## config.mk

```make
export PLATFORM = sky130hd
export DESIGN_NAME = controle_ula
export DESIGN_NICKNAME = d
export VERILOG_FILES = /design/src/rtl/controle_ula_pkg.sv /design/src/rtl/controle_ula_if.sv /design/src/rtl/banco_registradores.sv /design/src/rtl/controle_ula.sv
export SDC_FILE = /design/constraint.sdc
export NUM_CORES = 1
export LEC_CHECK = 0
export BUFFER_PORTS_ARGS = -buffer_cell sky130_fd_sc_hd__buf_2
export CORE_ASPECT_RATIO = 0.6
export CORE_MARGIN = 1
export CORE_UTILIZATION = 35
export DETAILED_ROUTE_END_ITERATION = 10
export PLACE_DENSITY = 0.51
export SYNTH_ARGS = -nofsm -noshare
export SYNTH_HDL_FRONTEND = slang
export SYNTH_SLANG_ARGS = --single-unit
```

## constraint.sdc

```tcl
create_clock -name clk -period 2.72 [get_ports clk]
set_input_delay 0.136 -clock clk [delete_from_list [all_inputs] [get_ports clk]]
set_output_delay 0.136 -clock clk [all_outputs]
set_load 0.03 [all_outputs]
```

## src/rtl/controle_ula_pkg.sv

```systemverilog
// Shared definitions for the ALU controller and the ALU itself:
// opcodes, FSM state encoding, datapath widths and decode helpers.
package controle_ula_pkg;

    localparam int unsigned NumRegs  = 8;
    localparam int unsigned DataW    = 8;
    localparam int unsigned OperW    = 6;
    localparam int unsigned RegAddrW = 3;

    localparam logic [2:0] OpLoad = 3'b000;
    localparam logic [2:0] OpAdd  = 3'b001;
    localparam logic [2:0] OpAddi = 3'b010;
    localparam logic [2:0] OpSub  = 3'b011;
    localparam logic [2:0] OpSubi = 3'b100;
    localparam logic [2:0] OpMul  = 3'b101;
    localparam logic [2:0] OpClr  = 3'b110;
    localparam logic [2:0] OpNop  = 3'b111;

    localparam logic [1:0] StIdle = 2'd0;
    localparam logic [1:0] StRead = 2'd1;
    localparam logic [1:0] StExec = 2'd2;
    localparam logic [1:0] StWb   = 2'd3;

    typedef struct packed {
        logic [2:0]          op;
        logic [RegAddrW-1:0] rd;
        logic [RegAddrW-1:0] rs1;
        logic [OperW-1:0]    src2;
    } instr_t;

    function automatic logic uses_alu(input logic [2:0] op);
        return (op == OpAdd) || (op == OpAddi) || (op == OpSub) ||
               (op == OpSubi) || (op == OpMul);
    endfunction

    // Register-register forms take operand B from rs2 = src2[2:0].
    function automatic logic uses_rs2(input logic [2:0] op);
        return (op == OpAdd) || (op == OpSub) || (op == OpMul);
    endfunction

endpackage

```

## src/rtl/controle_ula_if.sv

```systemverilog
// Register-file access bundle between the controller (master) and
// banco_registradores (slave): write port, clear, two read paths, debug read.
interface controle_ula_if;
    import controle_ula_pkg::*;

    logic                we;
    logic [RegAddrW-1:0] waddr;
    logic [DataW-1:0]    wdata;
    logic                clr;
    logic                re;
    logic [RegAddrW-1:0] raddr_a;
    logic [RegAddrW-1:0] raddr_b;
    logic [OperW-1:0]    rdata_a;
    logic [OperW-1:0]    rdata_b;
    logic [RegAddrW-1:0] dbg_sel;
    logic [DataW-1:0]    dbg_data;

    modport master (
        output we, waddr, wdata, clr, re, raddr_a, raddr_b, dbg_sel,
        input  rdata_a, rdata_b, dbg_data
    );

    modport slave (
        input  we, waddr, wdata, clr, re, raddr_a, raddr_b, dbg_sel,
        output rdata_a, rdata_b, dbg_data
    );

endinterface

```

## src/rtl/banco_registradores.sv

```systemverilog
// 8x8 register file: one write port, clear-all, two registered operand
// read paths (low 6 bits) and a combinational debug read.
module banco_registradores
    import controle_ula_pkg::*;
(
    input  logic         clk,
    input  logic         rst_n,
    controle_ula_if.slave rf
);

    logic [DataW-1:0] mem_q [NumRegs];
    logic [DataW-1:0] mem_d [NumRegs];
    logic [OperW-1:0] rdata_a_q, rdata_a_d;
    logic [OperW-1:0] rdata_b_q, rdata_b_d;

    always_comb begin
        mem_d = mem_q;
        if (rf.clr) begin
            for (int i = 0; i < NumRegs; i++) begin
                mem_d[i] = '0;
            end
        end else if (rf.we) begin
            mem_d[rf.waddr] = rf.wdata;
        end
    end

    // Operand paths only update when asked, so they hold across EXEC.
    always_comb begin
        rdata_a_d = rdata_a_q;
        rdata_b_d = rdata_b_q;
        if (rf.re) begin
            rdata_a_d = mem_q[rf.raddr_a][OperW-1:0];
            rdata_b_d = mem_q[rf.raddr_b][OperW-1:0];
        end
    end

    always_ff @(posedge clk or negedge rst_n) begin
        if (!rst_n) begin
            for (int i = 0; i < NumRegs; i++) begin
                mem_q[i] <= '0;
            end
            rdata_a_q <= '0;
            rdata_b_q <= '0;
        end else begin
            mem_q     <= mem_d;
            rdata_a_q <= rdata_a_d;
            rdata_b_q <= rdata_b_d;
        end
    end

    assign rf.rdata_a  = rdata_a_q;
    assign rf.rdata_b  = rdata_b_q;
    assign rf.dbg_data = mem_q[rf.dbg_sel];

endmodule

```

## src/rtl/controle_ula.sv

```systemverilog
// Multi-cycle ALU controller: accepts one instruction in IDLE, then walks
// READ -> EXEC -> WB against an external combinational ALU.
module controle_ula
    import controle_ula_pkg::*;
(
    input  logic             clk,
    input  logic             rst_n,
    input  logic [14:0]      instr,
    input  logic             instr_valid,
    output logic             instr_ready,
    output logic [OperW-1:0] alu_a,
    output logic [OperW-1:0] alu_b,
    output logic [2:0]       alu_op,
    input  logic [DataW-1:0] alu_res,
    output logic [DataW-1:0] result,
    output logic             done,
    input  logic [2:0]       dbg_sel,
    output logic [DataW-1:0] dbg_data
);

    logic [1:0]       state_q, state_d;
    instr_t           instr_q, instr_d;
    logic [DataW-1:0] wb_q, wb_d;
    logic [DataW-1:0] result_q, result_d;
    logic             alu_active;

    controle_ula_if rf_bus ();

    banco_registradores u_banco (
        .clk   (clk),
        .rst_n (rst_n),
        .rf    (rf_bus.slave)
    );

    assign rf_bus.raddr_a = instr_q.rs1;
    assign rf_bus.raddr_b = instr_q.src2[RegAddrW-1:0];
    assign rf_bus.waddr   = instr_q.rd;
    assign rf_bus.wdata   = wb_q;
    assign rf_bus.dbg_sel = dbg_sel;
    assign dbg_data       = rf_bus.dbg_data;

    always_comb begin
        state_d       = state_q;
        instr_d       = instr_q;
        wb_d          = wb_q;
        result_d      = result_q;
        rf_bus.re     = 1'b0;
        rf_bus.we     = 1'b0;
        rf_bus.clr    = 1'b0;
        case (state_q)
            StIdle: begin
                if (instr_valid) begin
                    instr_d = instr_t'(instr);
                    state_d = StRead;
                end
            end
            StRead: begin
                rf_bus.re = 1'b1;
                state_d   = StExec;
            end
            StExec: begin
                if (instr_q.op == OpLoad) begin
                    wb_d = {2'b00, instr_q.src2};
                end else if (uses_alu(instr_q.op)) begin
                    wb_d = alu_res;
                end else begin
                    wb_d = '0;
                end
                state_d = StWb;
            end
            StWb: begin
                if (instr_q.op == OpClr) begin
                    rf_bus.clr = 1'b1;
                    result_d   = '0;
                end else if (instr_q.op != OpNop) begin
                    rf_bus.we = 1'b1;
                    result_d  = wb_q;
                end
                state_d = StIdle;
            end
            default: state_d = StIdle;
        endcase
    end

    always_ff @(posedge clk or negedge rst_n) begin
        if (!rst_n) begin
            state_q  <= StIdle;
            instr_q  <= '0;
            wb_q     <= '0;
            result_q <= '0;
        end else begin
            state_q  <= state_d;
            instr_q  <= instr_d;
            wb_q     <= wb_d;
            result_q <= result_d;
        end
    end

    // ALU inputs stay quiet outside EXEC and for non-ALU opcodes.
    assign alu_active  = (state_q == StExec) && uses_alu(instr_q.op);
    assign alu_a       = alu_active ? rf_bus.rdata_a : '0;
    assign alu_b       = !alu_active          ? '0 :
                         uses_rs2(instr_q.op) ? rf_bus.rdata_b : instr_q.src2;
    assign alu_op      = alu_active ? instr_q.op : 3'b000;
    assign instr_ready = (state_q == StIdle);
    assign done        = (state_q == StWb);
    assign result      = result_q;

endmodule

```

======== Word level (Yosys, flattened, before mapping) ========
Cells that the tools add are included.
operators by class
  $lt $le $gt $ge ......................... 5
  bitwise logic cells ..................... 4
  equal/unequal tests ..................... 11
  multiplexer cells ....................... 30
  reduce and logical (&&, ||, !) cells .... 14
operator list
  kind                count
  $mux 64             2
  $bmux 8 s3          3
  $bwmux 64           1
  $mux 8              7
  $mux 6              7
  $demux 8 s3         1
  $ge 4x4->1 const B  4
  $not 3->4           4
  $eq 3x3->1 const B  3
  $pmux 2 s4          1
  $eq 3x2->1 const B  2
  $logic_or 1x1->1    6
  $mux 1              6
  $eq 2x2->1 const B  2
  $lt 4x1->1 const B  1
  $reduce_and 2->1    2
  $reduce_bool 2->1   2
  $eq 3x1->1 const B  1
  $logic_not 3->1     1
  $mux 3              1
  $ne 3x3->1 const B  1
  $eq 2x1->1 const B  1
  $logic_and 1x1->1   2
  $logic_not 2->1     1
  other kinds (2)     2
storage, ports and cells
  register bits ........................... 109
  output and inout port bits .............. 33

======== Longest topological paths before layout ========
  depth in word-level cells ............... 8
  depth in mapped cells ................... 6
  depth with buffers taken out ............ 5

======== Hierarchy ========
From an unflattened synthesis, not the netlist that was laid out.
second synthesis, totals
  cell total of the unflattened synthesis .. 544
  area total of the unflattened synthesis .. 5,957.0 µm²
by module, submodules not included
  module               sequential area each (µm²)  area an instance (µm²)  times used  cells an instance
  banco_registradores  1,901.8                     4,436.8                 1           426
  controle_ula         825.8                       1,520.2                 1           118

======== Least setup slack after synthesis ========
No wires, ideal clock.
  path type ............................... flip-flop to flip-flop
  start ................................... register state_q[0]
  end ..................................... register u_banco.mem_q[10] (netlist name)
  stages on the path, launching flop included .. 6
  path buffers ............................ 2
  data arrival time ....................... 1.666 ns
  data required time ...................... 2.654 ns
  setup slack ............................. 0.988 ns
  path through ............................ dfrtp_1 ha_1 buf_2 and3_1 clkbuf_1 a22o_1
on the way
  cells in the longest elaborated chain, start to end .. 3
  elaborated cells on any way between the ends .. 5
  classes of those cells .................. eq/ne (1); mux (3); reduce/logical (1)
ends and longest elaborated chain
  what                                          RTL line                   RTL
  start, declared                               controle_ula.sv:21         logic [1:0] state_q, state_d;
  start signal, assigned                        controle_ula.sv:87         state_q <= StIdle;
  start signal, assigned                        controle_ula.sv:92         state_q <= state_d;
  $eq 2x2->1 *                                  n/a
  named net done                                controle_ula.sv:16         output logic done,
  $mux 1                                        controle_ula.sv:50         case (state_q)
  $mux 64 or $reduce_bool 2->1 (tied branches)  n/a
  end signal, assigned                          banco_registradores.sv:45  mem_q <= mem_d;
  end, declared                                 banco_registradores.sv:11  logic [DataW-1:0] mem_q [NumRegs];
The timed path passes the listed nets; every way through them passes the cells marked *.
A chain may end at the register's enable or synchronous reset.

======== Worst setup path after layout ========
  start ................................... register state_q[0]
  end ..................................... output port alu_a[2]
on the way
  cells in the longest elaborated chain, start to end .. 3
ends and longest elaborated chain
  what               RTL line             RTL
  $eq 2x2->1         controle_ula.sv:100  assign alu_active = (state_q == StExec) && uses_alu(instr_q.op);
  $logic_and 1x1->1  controle_ula.sv:100
  $mux 6             controle_ula.sv:101  assign alu_a = alu_active ? rf_bus.rdata_a : '0;
  end, declared      controle_ula.sv:11   output logic [OperW-1:0] alu_a,
Every way passes these cells.

==> flow_summary_export.csv <==
group,metric,value,unit
status,status,"complete, no violations",
route,wl_per_cell,23.2,um
worst_setup_path,crit_path_max_fanout,17,
timing,rsz0062_at_grt,"no",
global_route,grt_overflow,0,
synth,netlist_area,0.00576,sq mm
cells_and_area,final_util,0.416,
power_and_ir_drop,vdd_drop_max,0.467,mV
synth,syn_inst,455,
synth,yosysTopAreaCellShare,0.473,
floorplanning,num_rows,35,
synth,ys_ff_latch,109,
cts,cts_resized,0,
synth,synth_edf_count,0,
route,via_per_inst,5.89,
worst_setup_path,max_stage_delay,0.44,ns
global_route,grt_max_degree,49,
placed_design,place_ws,0.701,ns
synth,synth-async-reset-ratio,1.00,
placed_design,globalplace.congestion,0.892,
global_route,grt_pass1_vias,3997,
synth,synth_compound_area_frac,0.187,
placed_design,port_buffers,61,
synth,synth_top_family_by_area,"multiplexers",
timing,finalCriticalPeriod,2.34,ns
synth,yosysTopAreaCell,"dfrtp_1",
synth,synthAdderAreaFrac,0.00869,
timing,slew_viol_final,0,
global_route,use_met1,0.324,
timing,tightest_slew,0.697,ns
cts,htree_levels,3,
cts,clkSlewWorstSetupHoldPaths,0.08,ns
flow_run,drv_cap,0,
floorplanning,core,0.0157,sq mm
synth,synthTopCellsByArea,"dfrtp_1, a22o_1, mux2_2",
cts,cts_inserted_buffers,9,
route,drt_iter0_drc,464,
route,ant_nets,0,
timing,final.period_utilization,0.860,
power_and_ir_drop,power_leakage,0.00319,uW
floorplanning,initial_core_util,0.366,
power_and_ir_drop,power_density,1250,mW/mm^2
worst_setup_path,end_kind,"output port",
synth,dominantRegCellSynth,"dfrtp_1",
global_route,top_usage_layer,"met1",
global_route,use_met2,0.267,
global_route,antenna_found_initial,0,
synth,synthMuxAreaShare,0.217,
cts,max-clock-path-buffers,2,
timing,fin_worst_skew,0.00968,ns
hold_path,hp-class,"in2reg",
synth,synth_xor_area_frac,0,
cts,post_cts.repair.setup_buffers,0,
timing,tns,0,ns
cells_and_area,stdcell_area,0.00654,sq mm
timing,fin_ws,0.382,ns
global_route,grt_first_pass_wirelength,25700,um
timing,setup-violations-final,0,
cts,cts_root_buf,"clkbuf_16",
cells_and_area,drive_gt1_frac,0.297,
route,firstDrtPassIters,4,
cells_and_area,nets,537,
route,vias,4194,
worst_setup_path,cp_data_arrival_time,2.20,ns
worst_setup_path,cp_common_cell,"inv_1",
synth,post-synth-top-count-cell,"dfrtp_1",
synth,ys.warnings.count,0,
worst_setup_path,path_cells,"inv_1 > ha_1 > buf_4 > inv_1 > nor3_2 > and2_1 > buf_2",
worst_setup_path,worst_path_max_delay_cell,"nor3_2",
cells_and_area,diodes,0,
floorplanning,fp.dieH,101,um
synth,syn_nets,488,
floorplanning,fp.dieW,168,um
timing,relSlewSlack,0.535,
global_route,grtUsageMet3,0.0629,
cts,cts_tree,"yes",
worst_setup_path,cp_top_family,"simple AND/OR/NAND/NOR gates",
route,routed_wirelength,16500,um
route,drc,0,
timing,fmax,428,MHz
synth,synth-seq-area-share,0.473,
cts,clock_latency,0.36,ns
worst_setup_path,startpoint_type,"flop",
placed_design,dpl.hpwl,12000,um
synth,synth-simple-area-share,0.0754,
synth,netlist_top_cells_count,"dfrtp_1, a22o_1, mux2_2",
cts,cts_sinks,109,
placed_design,postPlaceCellArea,0.00622,sq mm
floorplanning,io_pins,62,
global_route,grtUsageTotal,0.205,
cts,postCtsHoldBufs,3,
synth,syn_area_per_cell,12.7,sq um
floorplanning,fp.dieArea,0.0170,sq mm
worst_setup_path,path_buf_inv,4,
timing,finalHoldViolCount,0,
worst_setup_path,critPathKind,"reg2out",
worst_setup_path,cp.required,2.58,ns
synth,yosys.cell_types.count,33,
cells_and_area,syn2layout_area_growth,13.4,%
[worst paths after layout]
check                                      start                     to  slack [ns]  cells past startpoint
min                                   alu_res[6]        rf_bus.wdata[6]       0.005                      2
min in group asynchronous                  rst_n             state_q[1]        0.36                      2
min reg2reg                u_banco.rf.rdata_a[4]  u_banco.rf.rdata_a[4]        0.48                      2
max in group asynchronous                  rst_n      u_banco.mem_q[43]        1.66                      3
max                                   state_q[0]               alu_a[2]        0.38                      7
max reg2reg                           state_q[0]       u_banco.mem_q[9]        0.80                      3
[flip-flops by register name, indices dropped and copies added, names as in the netlist]
register	count
u_banco.mem_q	64
instr_q	9
result	8
rf_bus.wdata	8
u_banco.rf.rdata_a	6
u_banco.rf.rdata_b	6
rf_bus.raddr_a	3
rf_bus.waddr	3
state_q	2
[power by group]
group	switching [uW]	total (uW)	leakage [uW]	internal, uW
clock network	662	1310	0.000139	644
registers	675	2930	0.00141	2260
logic	2280	3910	0.00165	1630
[routing by layer]
metal,routed length [um],part of all wire,vias up
met5,0,0,-
met4,104,0.0063,0
met3,1270,0.077,13
met2,6400,0.39,160
met1,8750,0.53,2148
li1,-,-,1873
[kinds of logic (layout without fill, tap and decap cells)]
kind of cell / after synthesis / count (layout)
compound gates: 129 / 129
flops: 109 / 109
mux: 93 / 93
simple gates: 78 / 78
buf+inv: 42 / 96
fa+ha+maj: 4 / 4
[through the flow]
step,instances,power [uW],hold slack (ns)
2_1_floorplan,455,5610,-0.160
4_1_cts,712,8130,0.00141
5_1_grt,712,8630,0.00484
3_5_place_dp,693,6800,0.212
6_report,712,8150,0.00535
3_3_place_gp,693,6790,0.207
[placed cells by master (no fill, tap or decap), types with 12 or more instances in the layout]
cell     instances
buf_2           60
o22ai_1         12
mux2_2          47
mux2i_1         30
nand2_1         23
nor2_1          14
and3_1          12
o31ai_1         13
dfrtp_1        109
a22o_1          78
mux4_1          16
[layout make-up]
type                    count  area, sq um
well taps                 203          254
clock inverters             7         62.6
multi-input cells         304         2810
repair buffers             75          433
clock buffers               9          225
fillers                  1468         9190
inverters                   5         18.8
flip-flops and latches    109         2730
(Power assumes the default switching activity.)
